$ cat src/rtl/mem_pingpong_ctrl.sv
`default_nettype none
// ============================================================================
// Module   : mem_pingpong_ctrl
// Brief    : Two-bank ping-pong frame buffer between a streaming producer and
//            an FFT reader. One bank fills sequentially while the other is read.
//            Optional in-place FFT write-back: define MEM_INPLACE_WB_EN.
// Revision : 1.0 - initial release
// ============================================================================
module mem_pingpong_ctrl #(
  parameter int DATA_WIDTH = 32,
  parameter int ADDR_WIDTH = 12,
  parameter int FRAME_LEN  = 512
) (
  input  logic                  clk,
  input  logic                  rst,
  input  logic                  wr_valid,
  output logic                  wr_ready,
  input  logic [DATA_WIDTH-1:0] wr_data,
  input  logic                  rd_en,
  input  logic [ADDR_WIDTH-1:0] rd_addr,
  input  logic                  rd_done,
  output logic [DATA_WIDTH-1:0] rd_data,
  output logic                  rd_valid,
  output logic                  bank_ready,
  output logic                  frame_start,
  output logic                  mem_sel,
`ifdef MEM_INPLACE_WB_EN
  input  logic                  wb_en,
  input  logic [ADDR_WIDTH-1:0] wb_addr,
  input  logic [DATA_WIDTH-1:0] wb_data,
  output logic                  rd_collision,
`endif
  output logic                  cen_1,
  output logic                  wen_1,
  output logic [ADDR_WIDTH-1:0] addr_1,
  output logic [DATA_WIDTH-1:0] d_1,
  input  logic [DATA_WIDTH-1:0] q_1,
  output logic                  cen_2,
  output logic                  wen_2,
  output logic [ADDR_WIDTH-1:0] addr_2,
  output logic [DATA_WIDTH-1:0] d_2,
  input  logic [DATA_WIDTH-1:0] q_2
);

  typedef enum logic [1:0] {
    ST_FILL   = 2'd0,
    ST_STREAM = 2'd1,
    ST_HOLD   = 2'd2
  } state_t;

  localparam logic [ADDR_WIDTH-1:0] c_last_addr = ADDR_WIDTH'(FRAME_LEN - 1);

  state_t                r_state;
  state_t                w_state_next;
  logic [ADDR_WIDTH-1:0] r_wr_cnt;
  logic                  r_mem_sel;
  logic                  r_rd_sel;
  logic                  r_rd_valid;
  logic                  r_frame_start;

  logic                  w_wr_xfer;
  logic                  w_last;
  logic                  w_done;
  logic                  w_swap;
  logic                  w_rd_acc;
  logic                  w_rd_cen;
  logic                  w_rd_wen;
  logic [ADDR_WIDTH-1:0] w_rd_addr;
  logic [DATA_WIDTH-1:0] w_rd_d;

  assign bank_ready  = (r_state != ST_FILL);
  assign wr_ready    = (r_state != ST_HOLD);
  assign mem_sel     = r_mem_sel;
  assign frame_start = r_frame_start;
  assign rd_valid    = r_rd_valid;

  assign w_wr_xfer = wr_valid & wr_ready;
  assign w_last    = w_wr_xfer & (r_wr_cnt == c_last_addr);
  assign w_done    = rd_done & bank_ready;

`ifdef MEM_INPLACE_WB_EN
  logic w_wb_acc;
  logic r_rd_collision;

  // Write-back wins the read-bank port; the colliding read is dropped.
  assign w_wb_acc     = wb_en & bank_ready;
  assign w_rd_acc     = rd_en & bank_ready & ~wb_en;
  assign w_rd_cen     = w_rd_acc | w_wb_acc;
  assign w_rd_wen     = w_wb_acc;
  assign w_rd_addr    = w_wb_acc ? wb_addr : rd_addr;
  assign w_rd_d       = wb_data;
  assign rd_collision = r_rd_collision;

  always_ff @(posedge clk) begin
    if (rst) begin
      r_rd_collision <= 1'b0;
    end else begin
      r_rd_collision <= w_wb_acc & rd_en;
    end
  end
`else
  assign w_rd_acc  = rd_en & bank_ready;
  assign w_rd_cen  = w_rd_acc;
  assign w_rd_wen  = 1'b0;
  assign w_rd_addr = rd_addr;
  assign w_rd_d    = '0;
`endif

  always_comb begin
    w_state_next = r_state;
    w_swap       = 1'b0;
    case (r_state)
      ST_FILL: begin
        if (w_last) begin
          w_swap       = 1'b1;
          w_state_next = ST_STREAM;
        end
      end
      ST_STREAM: begin
        if (w_last && w_done) begin
          w_swap = 1'b1;
        end else if (w_last) begin
          w_state_next = ST_HOLD;
        end else if (w_done) begin
          w_state_next = ST_FILL;
        end
      end
      ST_HOLD: begin
        if (w_done) begin
          w_swap       = 1'b1;
          w_state_next = ST_STREAM;
        end
      end
      default: w_state_next = ST_FILL;
    endcase
  end

  always_ff @(posedge clk) begin
    if (rst) begin
      r_state       <= ST_FILL;
      r_wr_cnt      <= '0;
      r_mem_sel     <= 1'b0;
      r_rd_sel      <= 1'b0;
      r_rd_valid    <= 1'b0;
      r_frame_start <= 1'b0;
    end else begin
      r_state <= w_state_next;
      if (w_wr_xfer) begin
        r_wr_cnt <= w_last ? '0 : r_wr_cnt + 1'b1;
      end
      if (w_swap) begin
        r_mem_sel <= ~r_mem_sel;
      end
      r_frame_start <= w_swap;
      r_rd_valid    <= w_rd_acc;
      // Bank the returning data came from, not the bank selected now.
      r_rd_sel      <= r_mem_sel;
    end
  end

  assign rd_data = r_rd_valid ? (r_rd_sel ? q_1 : q_2) : '0;

  always_comb begin
    if (r_mem_sel) begin
      cen_1  = w_rd_cen;
      wen_1  = w_rd_wen;
      addr_1 = w_rd_addr;
      d_1    = w_rd_d;
      cen_2  = w_wr_xfer;
      wen_2  = w_wr_xfer;
      addr_2 = r_wr_cnt;
      d_2    = wr_data;
    end else begin
      cen_1  = w_wr_xfer;
      wen_1  = w_wr_xfer;
      addr_1 = r_wr_cnt;
      d_1    = wr_data;
      cen_2  = w_rd_cen;
      wen_2  = w_rd_wen;
      addr_2 = w_rd_addr;
      d_2    = w_rd_d;
    end
  end

endmodule
`default_nettype wire

$ cat config.mk
export PLATFORM = sky130hd
export DESIGN_NAME = mem_pingpong_ctrl
export DESIGN_NICKNAME = d
export VERILOG_FILES = /design/src/rtl/mem_pingpong_ctrl.sv
export SDC_FILE = /design/constraint.sdc
export NUM_CORES = 1
export LEC_CHECK = 0
export CAP_MARGIN = 15
export CORE_AREA = 3 3 93 95
export DETAILED_ROUTE_END_ITERATION = 8
export DIE_AREA = 0 0 96 98
export PLACE_DENSITY = 0.86
export SYNTH_ARGS = -nofsm -noshare
export SYNTH_HDL_FRONTEND = slang
export SYNTH_SLANG_ARGS = --single-unit
$ cat constraint.sdc
create_clock -name clk -period 2.65 [get_ports clk]
set_input_delay 0.53 -clock clk [delete_from_list [all_inputs] [get_ports clk]]
set_output_delay 0.53 -clock clk [all_outputs]
set_load 0.05 [all_outputs]
==> results.ini <==
[clock_tree]
cts.hold.buffers_added = 0
cts-root-buf = clkbuf_8
cts_setup_buffers = 0
clock-sinks = 18
cts_resized = 0
h-tree-depth = 1
numCtsBuffers = 3
clkLatencyLatePin_ns = 0.26
cts_buffer_depth = 2
clkTransAtPathRegs_ns = 0.07
cts_tree = yes

[route]
drtAntennaViolNets = 0
wire_per_inst_um = 16.44
drtIter0Drc = 57
drc = 0
avgViaCountPerCell = 4.647
first_pass_iters = 4
finalWirelength_um = 9963
vias = 2816

[floorplan]
ios = 242
die_h_um = 98
die_width_um = 96
start_util = 0.2771
core_mm2 = 0.007807
die_area_mm2 = 0.009408
rows = 32

[logic_synthesis]
syn_avg_cell_area_um2 = 7.895
ys.warnings.count = 0
ys_seq_area_frac = 0.1666
syn_inst = 274
synth_area_mm2 = 0.002163
synth.distinct_cells = 41
synth_edf_count = 0
syn_nets = 388
synthArstFlopShare = 0
ys.flop_type = dfxtp_1
synth-seq-cells = 18

[worst_setup_path]
crit_path_max_incr_delay_ns = 0.69
arrival_ns = 1.86
r2r_start = r_wr_cnt[1]
startpoint = wr_valid
critPathCapture = cen_1
crit_type = in -> out
cp.required_ns = 2.12
rr_worst_depth = 5
path_cells = clkdlybuf4s50_1 -> nand2_1 -> nor2_1 -> a31o_2 -> buf_12
critPathSlowestCell = clkdlybuf4s50_1
r2r_slack_ns = 0.95
worstSetupEndpointType = output port
start_kind = input port
worstPathMaxFanout = 11
reg2reg_to = mem_sel

[timing]
slew_headroom = 0.5954
maxSlewViolCount = 0
rsz0062_at_grt = no
setup_viol = 0
period_minus_slack_ns = 2.387
finalWorstSetupSlack_ns = 0.2628
finalHoldViolCount = 0
setup_tns_ns = 0
worst_pin_slew_ns = 0.6049
skew_ns = 0.004163
clock.fmax_mhz = 418.9
timing.final.crit_share = 0.9008

[layout]
nets = 619
antenna_cells = 0
areaGrowthSynthToFinish_pct = 121.2
layout_commonest_cell = clkdlybuf4s50_1
fillers = 663
regArea_um2 = 362.8
multi_input_area_mm2 = 0.001698
final_cell_mix = clkdlybuf4s50_1, buf_4, nor2b_1
post_route_cells_drive_above_1_share = 0.3393

[power_and_ir_drop]
power_density_mw_per_mm2 = 200.1
p_total_uw = 957.7
peakVddDrop_v = 0.0002035
leakagePower_uw = 0.001961

[grt]
grt_use_met1 = 0.2032
grt_pass1_vias = 2676
grt_max_degree = 82
grt_busiest_layer = met2
met2_usage = 0.3473
grt_overflow = 0
grt_pass1_wl_um = 14430
grt_usage = 0.1939
gr-usage-met3 = 0.08166
antenna_found_initial = 0

[placed_design]
dp_slack_ns = 0.2688
gp_congestion = 0.7734
portBuffers = 241
dp_hpwl_um = 8503

[min_path]
hp-class = reg -> reg

[run]
maxCapViolCount = 0

[run_status]
status = completed

-- metrics by stage --
stage / instances / utilization / instance area (um2) / hold slack [ns]
finish: 606 / 0.6130 / 4786 / 0.5188
global route: 606 / 0.6130 / 4786 / 0.5346
CTS: 606 / 0.6130 / 4786 / 0.5140
detailed placement: 602 / 0.6059 / 4731 / 0.5040
global placement: 602 / 0.6059 / 4731 / 0.4912
floorplan: 274 / - / 2167 / 0.4637
-- state kept, by name (all words and copies together) (netlist names) --
register	count
frame_start	1
mem_sel	1
r_rd_sel	1
r_state	2
r_wr_cnt	12
rd_valid	1
-- cell usage after synthesis, types with 2 or more instances --
cell | count | area [um2]
o21ai_0 | 5 | 25.02
and2_1 | 34 | 212.7
nor2b_1 | 66 | 412.9
a21oi_1 | 8 | 40.04
buf_2 | 5 | 25.02
xnor2_1 | 2 | 17.52
and3_1 | 2 | 12.51
clkbuf_1 | 14 | 52.55
nand2_1 | 10 | 37.54
nor3_1 | 3 | 15.01
inv_1 | 5 | 18.77
dfxtp_1 | 18 | 360.4
nand3_1 | 3 | 15.01
nand4_1 | 3 | 18.77
o2111ai_1 | 2 | 17.52
mux2_2 | 22 | 247.7
a21oi_2 | 2 | 17.52
mux2i_1 | 33 | 330.3
nor2_1 | 10 | 37.54
or3_1 | 4 | 25.02
xor2_1 | 3 | 26.28
-- layout make-up --
class,instances,share of cell area
inverters,6,0.005752
flip-flops and latches,18,0.07582
well taps,102,0.02667
repair buffers,246,0.5255
clock buffers,4,0.01150
multi-input cells,230,0.3548
-- per-layer routing --
metal	wire, um	vias to the layer above
met3	1207	15
met5	0	-
met4	258	0
li1	-	1385
met2	4958	147
met1	3538	1269
-- worst min path at each step --
stage / start / endpoint / slack (ns) / depth (start not counted)
floorplan: r_wr_cnt[1] / r_wr_cnt[1] / 0.46 / 2
global placement: r_wr_cnt[1] / r_wr_cnt[1] / 0.49 / 2
detailed placement: r_wr_cnt[1] / r_wr_cnt[1] / 0.50 / 2
CTS: r_wr_cnt[1] / r_wr_cnt[1] / 0.51 / 2
global route: r_wr_cnt[1] / r_wr_cnt[1] / 0.53 / 2
finish: r_wr_cnt[1] / r_wr_cnt[1] / 0.52 / 2
-- kinds of logic (layout without fill, tap and decap cells) --
logic type                 count (synthesis)  count (layout)  synth area share
DFF                                       18              18            0.1666
muxes                                     56              56            0.2741
buffers and inverters                     26             256           0.05032
and+or+nand+nor                          145             145            0.4153
adders and majority gates                  1               1          0.005783
AOI/OAI and AO/OA                         23              23           0.06767
xor gates and xnor gates                   5               5           0.02025
-- power by group --
| part | internal [uW] | switching [uW] | leakage (uW) |
|---|---|---|---|
| logic | 231 | 217 | 0.00179 |
| registers | 273 | 3.10 | 0.000146 |
| clock network | 132 | 102 | 0.0000288 |
-- worst max-delay path, delay by kind of cell --
family / cells / cell delay [ns]
AOI/OAI and AO/OA: 1 / 0.16
buffers and inverters: 2 / 0.83
and+or+nand+nor: 2 / 0.34
Note: power is estimated with default switching activity, not from simulation.
